--- config.mk ---
export PLATFORM = sky130hd
export DESIGN_NAME = alu_arbiter_flat
export DESIGN_NICKNAME = d
export VERILOG_FILES = /design/src/rtl/alu_arbiter_if.sv /design/src/rtl/alu_arbiter.sv /design/src/flat_wrapper.sv
export SDC_FILE = /design/constraint.sdc
export NUM_CORES = 1
export LEC_CHECK = 0
export ABC_AREA = 1
export CAP_MARGIN = 25
export CORE_AREA = 2 2 99 91
export DETAILED_ROUTE_END_ITERATION = 16
export DIE_AREA = 0 0 101 93
export GPL_ROUTABILITY_DRIVEN = 0
export PLACE_DENSITY = 0.68
export REMOVE_ABC_BUFFERS = 1
export SYNTH_ARGS = -nofsm -noshare
export SYNTH_HDL_FRONTEND = slang
export SYNTH_SLANG_ARGS = --single-unit
--- constraint.sdc ---
create_clock -name clk -period 2.7 [get_ports clk]
set_input_delay 0.54 -clock clk [delete_from_list [all_inputs] [get_ports clk]]
set_output_delay 0.54 -clock clk [all_outputs]
set_load 0.1 [all_outputs]
--- src/rtl/alu_arbiter_if.sv ---
// Request/response bundle between the requesters and the ALU arbiter.
// Valid/ready semantics on both channels: a transfer happens on a rising
// clock edge where valid and ready are both high. A requester holds valid
// and its payload stable until it sees ready. It may drop valid before a
// grant with no side effect. The arbiter holds rsp_* stable while
// rsp_valid is high and rsp_ready is low.
interface alu_arbiter_if #(
   parameter int NUM_REQ = 4
);
   localparam int ID_W = $clog2(NUM_REQ);

   logic [NUM_REQ-1:0]   req_valid;
   logic [NUM_REQ-1:0]   req_ready;
   logic [8*NUM_REQ-1:0] req_a;
   logic [8*NUM_REQ-1:0] req_b;
   logic [3*NUM_REQ-1:0] req_op;
   logic [NUM_REQ-1:0]   req_lock;
   logic                 rsp_valid;
   logic                 rsp_ready;
   logic [ID_W-1:0]      rsp_id;
   logic [7:0]           rsp_result;
   logic                 rsp_zero;

   // Requester / response-consumer side.
   modport master (
      output req_valid, req_a, req_b, req_op, req_lock, rsp_ready,
      input  req_ready, rsp_valid, rsp_id, rsp_result, rsp_zero
   );

   // Arbiter side.
   modport slave (
      input  req_valid, req_a, req_b, req_op, req_lock, rsp_ready,
      output req_ready, rsp_valid, rsp_id, rsp_result, rsp_zero
   );
endinterface

--- src/rtl/alu_arbiter.sv ---
// Round-robin arbiter and sequencer that shares one combinational 8-bit ALU
// among NUM_REQ requesters. It serves one operation at a time in three
// phases: IDLE (arbitrate and latch), EXEC (ALU driven from registers,
// result captured) and RESP (response held until consumed).
// Optional feature macro ARB_LOCK_EN: a request accepted with req_lock set
// keeps the round-robin pointer on its requester after release. Without the
// macro, req_lock is ignored and strict round-robin applies.
module alu_arbiter #(
   parameter int NUM_REQ = 4,
   parameter int ID_W    = $clog2(NUM_REQ)
) (
   input  logic         clk,
   input  logic         rst_n,
   alu_arbiter_if.slave bus,
   output logic [7:0]   alu_a,
   output logic [7:0]   alu_b,
   output logic [2:0]   alu_op,
   input  logic [7:0]   alu_result,
   input  logic         alu_zero,
   output logic [1:0]   dbg_state
);

   typedef enum logic [1:0] {
      ST_IDLE = 2'd0,
      ST_EXEC = 2'd1,
      ST_RESP = 2'd2
   } state_t;

   state_t              state_q, state_d;
   logic [ID_W-1:0]     rr_ptr_q, rr_ptr_d;
   logic [ID_W-1:0]     grant_q, grant_d;
   logic [7:0]          a_q, a_d;
   logic [7:0]          b_q, b_d;
   logic [2:0]          op_q, op_d;
   logic [7:0]          result_q, result_d;
   logic                zero_q, zero_d;
`ifdef ARB_LOCK_EN
   logic                lock_q, lock_d;
`endif

   logic                grant_found;
   logic [ID_W-1:0]     grant_idx;
   logic [ID_W-1:0]     scan_idx;
   logic [ID_W-1:0]     grant_next;
   logic [NUM_REQ-1:0]  ready_c;
   int                  scan_pos;

`ifndef ARB_LOCK_EN
   // The lock input is part of the port list but carries no meaning here.
   logic unused_lock;
   assign unused_lock = ^bus.req_lock;
`endif

   // Find the first valid requester at or above rr_ptr, wrapping at NUM_REQ-1.
   always_comb begin
      grant_found = 1'b0;
      grant_idx   = '0;
      scan_pos    = 0;
      scan_idx    = '0;
      for (int k = 0; k < NUM_REQ; k++) begin
         scan_pos = (int'(rr_ptr_q) + k) % NUM_REQ;
         scan_idx = ID_W'(scan_pos);
         if (!grant_found && bus.req_valid[scan_idx]) begin
            grant_found = 1'b1;
            grant_idx   = scan_idx;
         end
      end
   end

   // Next-state logic, operand/response latching and the one-cycle accept strobe.
   always_comb begin
      state_d    = state_q;
      rr_ptr_d   = rr_ptr_q;
      grant_d    = grant_q;
      a_d        = a_q;
      b_d        = b_q;
      op_d       = op_q;
      result_d   = result_q;
      zero_d     = zero_q;
`ifdef ARB_LOCK_EN
      lock_d     = lock_q;
`endif
      ready_c    = '0;
      grant_next = (grant_q == ID_W'(NUM_REQ - 1)) ? '0 : grant_q + 1'b1;
      case (state_q)
         ST_IDLE: begin
            if (grant_found) begin
               ready_c[grant_idx] = 1'b1;
               grant_d = grant_idx;
               a_d     = bus.req_a[int'(grant_idx) * 8 +: 8];
               b_d     = bus.req_b[int'(grant_idx) * 8 +: 8];
               op_d    = bus.req_op[int'(grant_idx) * 3 +: 3];
`ifdef ARB_LOCK_EN
               lock_d  = bus.req_lock[grant_idx];
`endif
               state_d = ST_EXEC;
            end
         end
         ST_EXEC: begin
            // The ALU sees only the registered operands during this cycle.
            result_d = alu_result;
            zero_d   = alu_zero;
            state_d  = ST_RESP;
         end
         ST_RESP: begin
            if (bus.rsp_ready) begin
`ifdef ARB_LOCK_EN
               rr_ptr_d = lock_q ? grant_q : grant_next;
`else
               rr_ptr_d = grant_next;
`endif
               state_d  = ST_IDLE;
            end
         end
         default: state_d = ST_IDLE;
      endcase
   end

   // State and datapath registers; reset discards any in-flight operation.
   always_ff @(posedge clk or negedge rst_n) begin
      if (!rst_n) begin
         state_q  <= ST_IDLE;
         rr_ptr_q <= '0;
         grant_q  <= '0;
         a_q      <= '0;
         b_q      <= '0;
         op_q     <= '0;
         result_q <= '0;
         zero_q   <= 1'b0;
`ifdef ARB_LOCK_EN
         lock_q   <= 1'b0;
`endif
      end else begin
         state_q  <= state_d;
         rr_ptr_q <= rr_ptr_d;
         grant_q  <= grant_d;
         a_q      <= a_d;
         b_q      <= b_d;
         op_q     <= op_d;
         result_q <= result_d;
         zero_q   <= zero_d;
`ifdef ARB_LOCK_EN
         lock_q   <= lock_d;
`endif
      end
   end

   // The accept strobe is gated by reset so that no grant shows while rst_n is low.
   assign bus.req_ready  = rst_n ? ready_c : '0;
   assign bus.rsp_valid  = (state_q == ST_RESP);
   assign bus.rsp_id     = grant_q;
   assign bus.rsp_result = result_q;
   assign bus.rsp_zero   = zero_q;
   assign alu_a          = a_q;
   assign alu_b          = b_q;
   assign alu_op         = op_q;
   assign dbg_state      = state_q;

endmodule

--- src/flat_wrapper.sv ---
// flat-port wrapper written by rule: the top's interface ports become plain ports
module alu_arbiter_flat 
#(
   parameter int NUM_REQ = 4,
   parameter int ID_W    = $clog2(NUM_REQ)
)
  (clk, rst_n, alu_a, alu_b, alu_op, alu_result, alu_zero, dbg_state, bus_req_valid, bus_req_a, bus_req_b, bus_req_op, bus_req_lock, bus_rsp_ready, bus_req_ready, bus_rsp_valid, bus_rsp_id, bus_rsp_result, bus_rsp_zero);
  alu_arbiter_if #(.NUM_REQ(NUM_REQ)) bus_i ();
  input  logic clk;
  input  logic rst_n;
  output logic [7:0] alu_a;
  output logic [7:0] alu_b;
  output logic [2:0] alu_op;
  input  logic [7:0] alu_result;
  input  logic alu_zero;
  output logic [1:0] dbg_state;
  input wire logic [$bits(bus_i.req_valid)-1:0] bus_req_valid;
  input wire logic [$bits(bus_i.req_a)-1:0] bus_req_a;
  input wire logic [$bits(bus_i.req_b)-1:0] bus_req_b;
  input wire logic [$bits(bus_i.req_op)-1:0] bus_req_op;
  input wire logic [$bits(bus_i.req_lock)-1:0] bus_req_lock;
  input wire logic [$bits(bus_i.rsp_ready)-1:0] bus_rsp_ready;
  output wire logic [$bits(bus_i.req_ready)-1:0] bus_req_ready;
  output wire logic [$bits(bus_i.rsp_valid)-1:0] bus_rsp_valid;
  output wire logic [$bits(bus_i.rsp_id)-1:0] bus_rsp_id;
  output wire logic [$bits(bus_i.rsp_result)-1:0] bus_rsp_result;
  output wire logic [$bits(bus_i.rsp_zero)-1:0] bus_rsp_zero;
  assign bus_i.req_valid = bus_req_valid;
  assign bus_i.req_a = bus_req_a;
  assign bus_i.req_b = bus_req_b;
  assign bus_i.req_op = bus_req_op;
  assign bus_i.req_lock = bus_req_lock;
  assign bus_i.rsp_ready = bus_rsp_ready;
  assign bus_req_ready = bus_i.req_ready;
  assign bus_rsp_valid = bus_i.rsp_valid;
  assign bus_rsp_id = bus_i.rsp_id;
  assign bus_rsp_result = bus_i.rsp_result;
  assign bus_rsp_zero = bus_i.rsp_zero;
  alu_arbiter #(.NUM_REQ(NUM_REQ), .ID_W(ID_W)) u_core (.clk(clk), .rst_n(rst_n), .bus(bus_i), .alu_a(alu_a), .alu_b(alu_b), .alu_op(alu_op), .alu_result(alu_result), .alu_zero(alu_zero), .dbg_state(dbg_state));
endmodule
==> results of run 1 <==
[registers in the layout, indices dropped and copies added (netlist names)]
register	cells
u_core.alu_a	8
u_core.alu_b	8
u_core.alu_op	3
u_core.bus.rsp_id	2
u_core.bus.rsp_result	8
u_core.bus.rsp_zero	1
u_core.dbg_state	2
u_core.rr_ptr_q	2
[cells in the final DEF, fill, tap and decap left out]
master,netlist,routed
inv_4,1,2
nor2_1,25,22
inv_1,47,44
nor3_2,0,1
nand2_4,0,3
clkdlybuf4s50_1,0,86
clkinv_4,0,1
buf_8,0,1
inv_2,3,4
clkbuf_8,0,6
nor2_2,1,1
o21ai_4,1,3
a21oi_1,1,1
dfrtp_2,0,1
buf_2,5,1
a21boi_4,0,1
buf_12,0,4
nand3_2,0,2
clkbuf_16,0,1
o211ai_4,1,1
clkinv_2,0,1
nor4_2,1,1
nand4_1,2,2
nand2_1,153,144
dlygate4sd2_1,0,4
nand2_2,9,15
mux2_2,9,9
nand3b_1,13,13
nor2_4,1,4
nand3_1,47,45
ha_1,1,1
dfrtp_1,34,33
o31ai_1,1,1
buf_4,1,61
clkbuf_1,1,1
[Yosys cell counts]
master,count,area (um^2)
nor2_4,1,11.26
buf_4,1,7.510
nor2_2,1,6.260
o21ai_1,2,10.01
nand3_1,47,235.2
inv_2,3,11.26
nand3b_1,13,97.59
buf_2,5,25.02
a21oi_1,1,5.000
nand2_1,153,574.3
clkbuf_1,1,3.750
inv_4,1,6.260
o21ai_4,1,16.27
o211ai_4,1,21.27
ha_1,1,12.51
buf_6,7,78.83
mux2_2,9,101.4
nor4_2,1,12.51
nand2_2,9,56.30
nor3_1,1,5.000
nand4_1,2,12.51
nor2_1,25,93.84
inv_1,47,176.4
o31ai_1,1,7.510
a21boi_2,1,11.26
dfrtp_1,34,850.8
[worst paths after layout]
kind | startpoint | endpoint | cells after the start
setup reg to reg | u_core.rr_ptr_q[0] | u_core.alu_a[7] | 11
min in group clk | u_core.alu_b[3] | u_core.alu_b[3] | 2
setup / recovery | u_core.rr_ptr_q[0] | bus_req_ready[1] | 10
hold / removal | rst_n | u_core.bus.rsp_id[1] | 1
max in group asynchronous | rst_n | u_core.rr_ptr_q[0] | 2
hold reg to reg | u_core.alu_b[3] | u_core.alu_b[3] | 2
[layout make-up]
cell class,instances,area [um^2]
fillers,824,4262
inverters,51,201.4
multi-input cells,270,1395
well taps,102,127.6
repair buffers,158,1479
clock inverters,1,5.005
clock buffers,7,86.33
flip-flops and latches,34,852.1
[cells by family after synthesis]
kind of cell | Yosys count | synth area share, %
adder cells (fa/ha/maj) | 1 | 0.5106
AND/OR/NAND/NOR | 253 | 45.10
multiplexers | 9 | 4.137
flip-flops | 34 | 34.73
AO/OA/AOI/OAI | 7 | 2.911
buffers and inverters | 65 | 12.62
[worst max-delay path, delay by kind of cell, from the launching register on]
family                 cells  cell delay (ps)
and+or+nand+nor            5              740
buffers and inverters      4              550
DFF                        1              470
AOI/OAI and AO/OA          1               70
[what timing repair did]
action	in CTS	in global routing
resized for setup	16	24
hold endpoints to repair	0	0
gates cloned	0	1
pin swaps	6	8
buffers inserted	4	3
endpoints found under the setup margin	4	4
[metal layers]
layer  vias to the layer above  wire [um]  GRT usage [%]  part of all wire, %
met5                         -          0              0                    0
met4                         0         68          4.279                 0.91
met3                         4        425          2.765                  5.7
met2                        86       3757          26.72                   50
met1                      1311       3192          18.94                   43
li1                       1436          -              -                    -
[through the flow]
stage | setup slack (ps) | instance area, um^2 | cells
5_1_grt | -99.08 | 4146 | 623
6_report | 36.86 | 4146 | 623
3_3_place_gp | -184.8 | 3861 | 607
2_1_floorplan | -2139 | 2335 | 355
3_5_place_dp | -219.1 | 3861 | 607
4_1_cts | 0.6979 | 4016 | 619
==> reports/metrics.csv, run 1 <==
metric,value,unit
Worst Skew,3.278,ps
drt initial violations,132,
Routed Antenna Nets,0,
largest net degree at the start of global routing,28,
worst hold slack,172.2,ps
TritonCTS clock tree,yes,
clk_lat worst skew,270,ps
syn_area_per_cell,6.639,um^2
Clock Pin Slew Worst Setup and Hold Paths,70,ps
maximum fanout along the worst path,5,
vias post-DR,2837,
outcome,"complete, no violations",
critical path arrival,2120,ps
achievable frequency,375.5,MHz
sequential area share after synthesis,34.73,%
DIE WIDTH,101,um
CTS Sinks,34,
CP max-delay cell,dfrtp_2,
vias in the first global route,2552,
Total Routing Usage GR,15.18,%
fin nets,617,
max-slew violations,0,
Mapped Cells,369,
Slew @ Worst Pin,585.6,ps
diode count,0,
crit share post-route,98.63,%
Max transition margin,60.92,%
first-pass GRT wire length,11570,um
Initial Utilization,29.14,%
r2r setup slk,340,ps
final setup fails,0,
Yosys Warn Count,0,
Routed WL,7443,um
CTS root buf,clkbuf_8,
nature of the critical path endpoint,output port,
cell area after synthesis,0.002450,mm^2
# Max-Cap Violations,0,
Die Area,0.009393,mm^2
core area,0.008408,mm^2
H-tree levels,2,
Yosys reg bits,34,
top-level I/O count,133,
Row Count,32,
Post-CTS Hold Fix Bufs,0,
DRC,0,
PortBufs,128,
GRT overflow,0,
crit-path cells,clkbuf_16 -> nand2_2 -> o21ai_4 -> nor2_4 -> nand4_1 -> nand2_4 -> inv_4 -> nor4_2 -> buf_4 -> buf_12,
die height,93,um
synthesis-to-finish area growth,69.25,%
Final Hold Violating Endpoints,0,
Post-DP HPWL,5923,um
unrepaired setup endpoints after global routing,true,
startpoint class of the critical path,flip-flop,
Tmin final,2663,ps
WL per Instance,11.95,um
Worst Hold Class,input port to async pin,
worst path required time,2160,ps
initial antenna violation count,0,
Pre-Repair DR Iteration Count,4,
kind of critical path,flip-flop to output port,
number of distinct library cells after synthesis,26,
Worst path max stage delay,470,ps
post-route setup TNS,0,ps
fraction of layout cells with a size suffix above 1,23.80,%
Via density,4.554,
utilization after layout,49.32,%
CTS max path bufs,2,
cts bufs inserted,5,
Power of run 1 is left out: the tool's default activity adds up to more than one toggle a clock period on the data nets, which glitch-free logic cannot reach.
==> run 2, diff against run 1 <==
--- a/config.mk
+++ b/config.mk
@@ -13,6 +13,7 @@
 export GPL_ROUTABILITY_DRIVEN = 0
 export PLACE_DENSITY = 0.68
 export REMOVE_ABC_BUFFERS = 1
+export SLEW_MARGIN = 5
 export SYNTH_ARGS = -nofsm -noshare
 export SYNTH_HDL_FRONTEND = slang
 export SYNTH_SLANG_ARGS = --single-unit
==> results of run 2 <==
The final DEF is identical to that of run 1; final timing and power are the same.
Power of run 2 is left out for the same reason.
